## src/rtl/hilo_muldiv.sv

```systemverilog
// HI/LO multiply/divide unit: single-cycle-latency 32x32 multiply, 32-step restoring divide,
// and mtlo/mthi register moves. Handshake: a request is taken when start=1 in IDLE; done pulses once results land.
module hilo_muldiv (
  input  logic        clk,
  input  logic        reset,
  input  logic        start,
  input  logic [4:0]  alu_control,
  input  logic [31:0] A,
  input  logic [31:0] B,
  output logic        busy,
  output logic        done,
  output logic [31:0] HI,
  output logic [31:0] LO
);

  localparam logic [4:0] OP_MULT  = 5'b10000;
  localparam logic [4:0] OP_MULTU = 5'b10001;
  localparam logic [4:0] OP_DIV   = 5'b10010;
  localparam logic [4:0] OP_DIVU  = 5'b10011;
  localparam logic [4:0] OP_MTLO  = 5'b10101;
  localparam logic [4:0] OP_MTHI  = 5'b10110;

  typedef enum logic [1:0] {IDLE = 2'd0, MUL = 2'd1, DIV = 2'd2, FIX = 2'd3} state_t;

  state_t      state;
  state_t      state_next;
  logic [31:0] op_a;      // multiplicand, or dividend magnitude shifting into the quotient
  logic [31:0] op_b;      // multiplier, or divisor magnitude
  logic [31:0] rem;
  logic        op_signed;
  logic        neg_q;
  logic        neg_r;
  logic        div_zero;
  logic [5:0]  count;

  logic        accept;
  logic        is_mul;
  logic        is_div;
  logic        is_signed_op;
  logic [63:0] product;
  logic [32:0] trial;
  logic [32:0] diff;
  logic        qbit;
  logic [31:0] rem_next;

  assign accept       = start && (state == IDLE);
  assign is_mul       = (alu_control == OP_MULT) || (alu_control == OP_MULTU);
  assign is_div       = (alu_control == OP_DIV) || (alu_control == OP_DIVU);
  assign is_signed_op = (alu_control == OP_MULT) || (alu_control == OP_DIV);

  // 33-bit extended operands make one signed multiplier serve both mult and multu
  assign product = $signed({op_signed & op_a[31], op_a}) * $signed({op_signed & op_b[31], op_b});

  assign trial    = {rem, op_a[31]};
  assign diff     = trial - {1'b0, op_b};
  assign qbit     = ~diff[32];
  assign rem_next = qbit ? diff[31:0] : trial[31:0];

  always_ff @(posedge clk or posedge reset) begin
    if (reset) state <= IDLE;
    else       state <= state_next;
  end

  always_comb begin
    state_next = state;
    case (state)
      IDLE: begin
        if (accept && is_mul)      state_next = MUL;
        else if (accept && is_div) state_next = (B == 32'd0) ? FIX : DIV;
      end
      MUL:     state_next = IDLE;
      DIV:     state_next = (count == 6'd31) ? FIX : DIV;
      FIX:     state_next = IDLE;
      default: state_next = IDLE;
    endcase
  end

  always_comb begin
    busy = (state != IDLE);
  end

  always_ff @(posedge clk or posedge reset) begin
    if (reset) begin
      HI        <= 32'd0;
      LO        <= 32'd0;
      done      <= 1'b0;
      op_a      <= 32'd0;
      op_b      <= 32'd0;
      rem       <= 32'd0;
      op_signed <= 1'b0;
      neg_q     <= 1'b0;
      neg_r     <= 1'b0;
      div_zero  <= 1'b0;
      count     <= 6'd0;
    end else begin
      done <= (state == MUL) || (state == FIX);
      case (state)
        IDLE: begin
          if (accept) begin
            if (alu_control == OP_MTLO) LO <= A;
            if (alu_control == OP_MTHI) HI <= A;
            if (is_mul) begin
              op_a      <= A;
              op_b      <= B;
              op_signed <= is_signed_op;
            end
            if (is_div) begin
              op_a     <= (is_signed_op && A[31]) ? -A : A;
              op_b     <= (is_signed_op && B[31]) ? -B : B;
              neg_q    <= is_signed_op && (A[31] ^ B[31]);
              neg_r    <= is_signed_op && A[31];
              div_zero <= (B == 32'd0);
              rem      <= 32'd0;
              count    <= 6'd0;
            end
          end
        end
        MUL: {HI, LO} <= product;
        DIV: begin
          op_a  <= {op_a[30:0], qbit};
          rem   <= rem_next;
          count <= count + 6'd1;
        end
        FIX: begin
          if (!div_zero) begin
            LO <= neg_q ? -op_a : op_a;
            HI <= neg_r ? -rem : rem;
          end
        end
        default: ;
      endcase
    end
  end

endmodule

```

## config.mk

```make
export PLATFORM = sky130hd
export DESIGN_NAME = hilo_muldiv
export DESIGN_NICKNAME = d
export VERILOG_FILES = /design/src/rtl/hilo_muldiv.sv
export SDC_FILE = /design/constraint.sdc
export NUM_CORES = 2
export LEC_CHECK = 0
export BUFFER_PORTS_ARGS = -buffer_cell sky130_fd_sc_hd__buf_2
export CORE_AREA = 2 2 320 322
export DETAILED_ROUTE_END_ITERATION = 10
export DIE_AREA = 0 0 322 324
export PLACE_DENSITY = 0.68
export SLEW_MARGIN = 25
export SYNTH_ARGS = -nofsm -noshare
export SYNTH_HDL_FRONTEND = slang
export SYNTH_SLANG_ARGS = --single-unit
```

## constraint.sdc

```tcl
create_clock -name clk -period 10.4 [get_ports clk]
set_input_delay 2.08 -clock clk [delete_from_list [all_inputs] [get_ports clk]]
set_output_delay 2.08 -clock clk [all_outputs]
set_load 0.005 [all_outputs]
```

; After elaboration in Yosys (flattened, before gate mapping)
; Cells that the tools add are included.
[op_classes]
mul = 1
addsub = 6
n_bitwise = 4
mux = 30
eq_ne = 17
reduce_logical = 24
[op_table]
columns = operator, n
row1 = 32-bit two-way mux, 18
row2 = 32-bit case mux with 3 select lines, 2
row3 = 32-bit negator, 4
row4 = 32-bit case mux with 2 select lines, 2
row5 = 33-bit by 33-bit multiplier with 64-bit output, 1
row6 = 33-bit by 32-bit subtractor with 33-bit output, 1
row7 = 32-bit zero test, 1
row8 = 5-bit == test (second input constant), 6
row9 = 3-bit AND reduction, 5
row10 = 6-bit two-way mux, 2
row11 = 6-bit case mux with 2 select lines, 1
row12 = 4-bit AND reduction, 2
row13 = 6-bit by 1-bit adder with 6-bit output (second input constant), 1
row14 = 6-bit by 5-bit == test with 1-bit output (second input constant), 1
row15 = 1-bit logical AND, 6
row16 = 2-bit inequality test (second input constant), 3
row17 = 2-bit case mux with 3 select lines, 1
row18 = 2-bit nonzero test, 3
row19 = 2-bit == test (second input constant), 2
row20 = 1-bit logical OR, 4
row21 = 2-bit two-way mux, 2
row22 = 2-bit by 1-bit inequality test with 1-bit output (second input constant), 2
row23 = 3-bit by 1-bit inequality test with 1-bit output (second input constant), 1
row24 = 3-bit inequality test (second input constant), 1
row25 = other kinds (8), 10
[word_totals]
word_cells = 94
out_inout_bits = 66
register_bits = 173

; Logic depth before layout (Yosys ltp)
[logic_depth]
ltp_word = 7
ltp_mapped = 30
ltp_nobuf = 28

; Least setup slack after synthesis
; Ideal clock, no wire load.
[synth_path]
kind = register to register
from = register op_a[31]
to = register HI[31]
n_path_buf = 1
path_stages_with_launch = 27
t_required_ps = 10275
synth_period_minus_slack_ps = 7855
setup_slack_ps = 2545
t_arrival_ps = 7731
cell_sequence = dfrtp_1 -> and2_1 -> clkbuf_1 -> nand2_1 -> inv_1 -> fa_1 -> inv_1 -> fa_1 -> inv_1 -> fa_1 -> inv_1 -> fa_1 -> fa_1 -> fa_1 -> fa_1 -> fa_1 -> inv_1 -> ha_1 -> a21o_1 -> a21o_1 -> a21o_1 -> a21o_1 -> a21o_1 -> or2_2 -> a21oi_1 -> mux2i_1 -> nand2_1
[synth_via]
elab_chain_len = 3
[synth_lines]
columns = element, line
row1 = start: declaration, 27  ; logic [31:0] op_a;
row2 = start signal: assignment, 108  ; op_a <= (is_signed_op && A[31]) ? -A : A;
row3 = start signal: assignment, 120  ; op_a <= {op_a[30:0], qbit};
row4 = 1-bit AND, 52  ; assign product = $signed({op_signed & op_a[31], op_a}) * $signed({op_signed & op_b[31], op_b});
row5 = 33-bit by 33-bit multiplier with 64-bit output *, 52
row6 = 32-bit case mux with 3 select lines *, 97  ; case (state)
row7 = end signal: assignment, 118  ; MUL: {HI, LO} <= product;
row8 = end signal: assignment, 127  ; HI <= neg_r ? -rem : rem;
row9 = end: declaration, 12  ; output logic [31:0] HI,
; Mark *: on every way between the ends. The rest lies on a longest branch, timed or not.
; A chain may end at the register's enable or synchronous reset.

; Worst setup path after layout
[layout_path]
from = register op_a[21]
to = register HI[27]
[layout_via]
elab_chain_len = 2
[layout_lines]
columns = element, line
row1 = 33-bit by 33-bit multiplier with 64-bit output, 52
row2 = 32-bit case mux with 3 select lines, 97
; Every way passes these cells.

==> results.json <==
{
  "outcome": "completed",
  "timing.final.ws_setup_ps": 1350,
  "cts_max_level": 4,
  "numPortBuffers": 137,
  "layoutNonFillerInstCount": 6933,
  "synth.lib_cells_used.distinct": 76,
  "cts-root-buf": "sky130_fd_sc_hd__clkbuf_16",
  "synth.largest_area_cell": "sky130_fd_sc_hd__fa_1",
  "placed_area_um2": 51800,
  "critical_r2r_capture": "HI[27]$_DFFE_PP0P_",
  "cpMaxStageDelayCell": "sky130_fd_sc_hd__dfrtp_1",
  "hold_violations": 0,
  "mappedNetlistArea_um2": 50000,
  "synthesis.area_per_instance_um2": 8.79,
  "tightestPinTransition_ps": 1160,
  "regToRegSetupSlack_ps": 1350,
  "period_share_pct": 87.0,
  "worst-path-max-fanout": 22,
  "startpoint_of_the_lowest_slack_register_to_register_path": "op_a[21]$_DFFE_PP0P_",
  "holdBufCountCts": 0,
  "drc": 0,
  "global_route.usage.total_pct": 31.0,
  "synth_async_sr_flop_share_pct": 100,
  "wl_per_cell_um": 22.5,
  "hold_path_depth": 2,
  "fin_area_um2": 52500,
  "placeableCoreArea_um2": 101000,
  "viasPerCell": 5.69,
  "timing.critical_path.from_type": "register",
  "synth.ff_latch_count": 173,
  "end_kind": "register",
  "setup_repair_after_global_routing_missed_its_margin": "no",
  "initialDrtViolationCount": 3428,
  "number_of_enable_type_register_cells_in_the_synthesized_netlist": 0,
  "antenna_found_initial": 18,
  "grt_first_pass_wirelength_um": 243000,
  "worst-setup-path-type": "register to register",
  "cp.buffers_inverters": 4,
  "synth_warnings": 0,
  "report.final.slew_viol_count": 0,
  "clk_latency_ps": 500,
  "syn-num-nets": 7137,
  "drv_cap": 0,
  "fill_cell_total_of_the_finished_layout": 9449,
  "worst_path_largest_cell_delay_ps": 990,
  "timing.max_slew.rel_slack_pct": 22.6,
  "drt_pre_antenna_iters": 7,
  "fp.dieW_um": 322,
  "row_count": 117,
  "worst_setup_skew_after_layout_ps": 32.8,
  "clock_buffer_count_from_cts": 17,
  "cts_setup_buffers": 0,
  "synthCells": 5689,
  "pre_cts_ws_ps": 1530,
  "min_path_type": "register to register",
  "layout.cells.most_common": "sky130_fd_sc_hd__inv_1",
  "yosys.area.top_type_share_pct": 45.1,
  "ctsResizeCount": 0,
  "final_nets": 7048,
  "critPathRequiredTime_ps": 10730,
  "finalWirelength_um": 156000,
  "initial_utilization_pct": 49.5,
  "boundaryPins": 138,
  "clockBufferDepth": 2,
  "most_frequent_cells_in_the_layout": "sky130_fd_sc_hd__inv_1 (1,189), sky130_fd_sc_hd__fa_1 (1,126), sky130_fd_sc_hd__nand2_1 (935)",
  "area.growth.synth_to_final_pct": 4.95,
  "placed_cells_incl_taps": 6890,
  "timing.critical_path.arrival_ps": 9380,
  "globalRoute.totalOverflow": 0,
  "die_area_um2": 104000,
  "gp_congestion": 0.982,
  "cts.sink_count": 173,
  "reg2regPathDepth": 23,
  "detailed_place_hpwl_um": 129000,
  "seq_area_frac_synth_pct": 8.66,
  "ys_dominant_reg_cell": "sky130_fd_sc_hd__dfrtp_1",
  "via_count_of_the_first_global_routing_pass": 41200,
  "tritoncts": "done",
  "vias": 39400,
  "fin_tns_setup_ps": 0,
  "post_route_cells_drive_above_1_share_pct": 5.51,
  "hp-start": "LO[17]$_DFFE_PP0P_",
  "cts.reportedPaths.clkPinSlew_ps": 100,
  "crit_path_cells": "buf_4 -> nand2_1 -> fa_1 -> fa_1 -> inv_1 -> fa_1 -> fa_1 -> fa_1 -> fa_1 -> fa_1 -> inv_1 -> fa_1 -> inv_1 -> ha_1 -> a21oi_1 -> o21ai_0 -> a2111oi_0 -> a31oi_1 -> o21ai_0 -> o21ai_1 -> a41oi_1 -> xor2_1 -> o22ai_1",
  "synthTopCellsByArea": "sky130_fd_sc_hd__fa_1 (45%), sky130_fd_sc_hd__inv_1 (8.9%), sky130_fd_sc_hd__dfrtp_1 (8.7%)",
  "cp_top_family": "adder cells",
  "postRouteAntennaNets": 0,
  "die-height_um": 324,
  "finalSetupViolCount": 0,
  "worstHoldEndpoint": "LO[17]$_DFFE_PP0P_",
  "critical-path-top-cell-by-count": "sky130_fd_sc_hd__fa_1",
  "grt_max_degree": 112,
  "fin_crit_ps": 9050,
  "max_freq_mhz": 110
}
per-layer routing:
layer / vias up / share of wire (%) / GRT usage (%)
met3: 370 / 9.7 / 6.80
li1: 17000 / - / -
met1: 20300 / 38 / 40.4
met4: 4 / 5.0 / 14.1
met5: - / 0.017 / 0
met2: 1731 / 47 / 49.9
registers in the layout (all words and copies together), names as in the netlist:
signal / cells
op_signed: 1
LO: 32
count: 6
op_a: 32
neg_r: 1
neg_q: 1
div_zero: 1
rem: 32
HI: 32
state: 2
op_b: 32
done: 1
synthesized netlist by cell type (11+ instances only):
cell	n
sky130_fd_sc_hd__o21bai_1	11
sky130_fd_sc_hd__a221oi_1	13
sky130_fd_sc_hd__nand4_1	24
sky130_fd_sc_hd__nand2b_1	17
sky130_fd_sc_hd__fa_1	1126
sky130_fd_sc_hd__a21o_1	47
sky130_fd_sc_hd__ha_1	250
sky130_fd_sc_hd__nor2_1	191
sky130_fd_sc_hd__buf_1	37
sky130_fd_sc_hd__or2_2	16
sky130_fd_sc_hd__nand3_1	24
sky130_fd_sc_hd__a31oi_1	16
sky130_fd_sc_hd__or4_1	16
sky130_fd_sc_hd__nor3_1	34
sky130_fd_sc_hd__o21a_1	15
sky130_fd_sc_hd__a21oi_1	133
sky130_fd_sc_hd__and3_1	34
sky130_fd_sc_hd__nor4_1	17
sky130_fd_sc_hd__clkbuf_1	305
sky130_fd_sc_hd__and2_1	310
sky130_fd_sc_hd__o211ai_1	14
sky130_fd_sc_hd__mux2i_1	38
sky130_fd_sc_hd__xor2_1	81
sky130_fd_sc_hd__a211oi_1	13
sky130_fd_sc_hd__inv_1	1190
sky130_fd_sc_hd__o31ai_1	37
sky130_fd_sc_hd__nor2b_1	17
sky130_fd_sc_hd__dfrtp_1	173
sky130_fd_sc_hd__o41ai_1	15
sky130_fd_sc_hd__o21ai_0	223
sky130_fd_sc_hd__nand2_1	936
sky130_fd_sc_hd__xnor2_1	136
sky130_fd_sc_hd__o22ai_1	42
area by class of cell:
class | count | area, µm² | area share, %
Sequential cell | 173 | 4330 | 8.26
Clock inverter | 13 | 156 | 0.298
Antenna cell | 12 | 30.0 | 0.0572
Tap cell | 1309 | 1640 | 3.12
Timing Repair Buffer | 239 | 1460 | 2.79
Clock buffer | 18 | 439 | 0.837
Inverter | 1194 | 4490 | 8.56
Multi-Input combinational cell | 3975 | 39900 | 76.1
stage by stage:
step	util (%)	hold WS [ps]
after CTS	51.9	489
after global routing	51.9	515
after floorplan	-	468
final	52.0	483
after global placement	51.3	460
after detailed placement	51.3	472
cells by family after synthesis:
logic type                 after synthesis  synth area share (%)
AOI/OAI and AO/OA                      668                  8.44
xor gates and xnor gates               218                  3.86
adders and majority gates             1376                  51.3
buffers and inverters                 1541                  11.6
DFF                                    173                  8.66
muxes                                   38                 0.761
and+or+nand+nor                       1675                  15.3
worst max path at each step:
stage,startpoint,to,slack [ps],cells past startpoint
floorplan,op_a[31]$_DFFE_PP0P_,HI[31]$_DFFE_PP0P_,2540,26
global placement,op_a[13]$_DFFE_PP0P_,HI[27]$_DFFE_PP0P_,1540,25
detailed placement,op_a[21]$_DFFE_PP0P_,HI[27]$_DFFE_PP0P_,1530,24
CTS,op_a[21]$_DFFE_PP0P_,HI[27]$_DFFE_PP0P_,1460,24
global route,op_a[21]$_DFFE_PP0P_,HI[27]$_DFFE_PP0P_,960,24
finish,op_a[21]$_DFFE_PP0P_,HI[27]$_DFFE_PP0P_,1350,23
worst reg2reg max path, cell delays in order, from the launching register on:
cell and delay, ps:
sky130_fd_sc_hd__dfrtp_1 990, sky130_fd_sc_hd__buf_4 440, sky130_fd_sc_hd__nand2_1 140, sky130_fd_sc_hd__fa_1 470, sky130_fd_sc_hd__fa_1 520, sky130_fd_sc_hd__inv_1 60
sky130_fd_sc_hd__fa_1 560, sky130_fd_sc_hd__fa_1 440, sky130_fd_sc_hd__fa_1 660, sky130_fd_sc_hd__fa_1 470, sky130_fd_sc_hd__fa_1 490, sky130_fd_sc_hd__inv_1 50
sky130_fd_sc_hd__fa_1 490, sky130_fd_sc_hd__inv_1 50, sky130_fd_sc_hd__ha_1 370, sky130_fd_sc_hd__a21oi_1 320, sky130_fd_sc_hd__o21ai_0 250, sky130_fd_sc_hd__a2111oi_0 530
sky130_fd_sc_hd__a31oi_1 300, sky130_fd_sc_hd__o21ai_0 470, sky130_fd_sc_hd__o21ai_1 280, sky130_fd_sc_hd__a41oi_1 300, sky130_fd_sc_hd__xor2_1 160, sky130_fd_sc_hd__o22ai_1 90
Power is left out: the tool's default activity adds up to more than one toggle a clock period on the data nets, which glitch-free logic cannot reach.
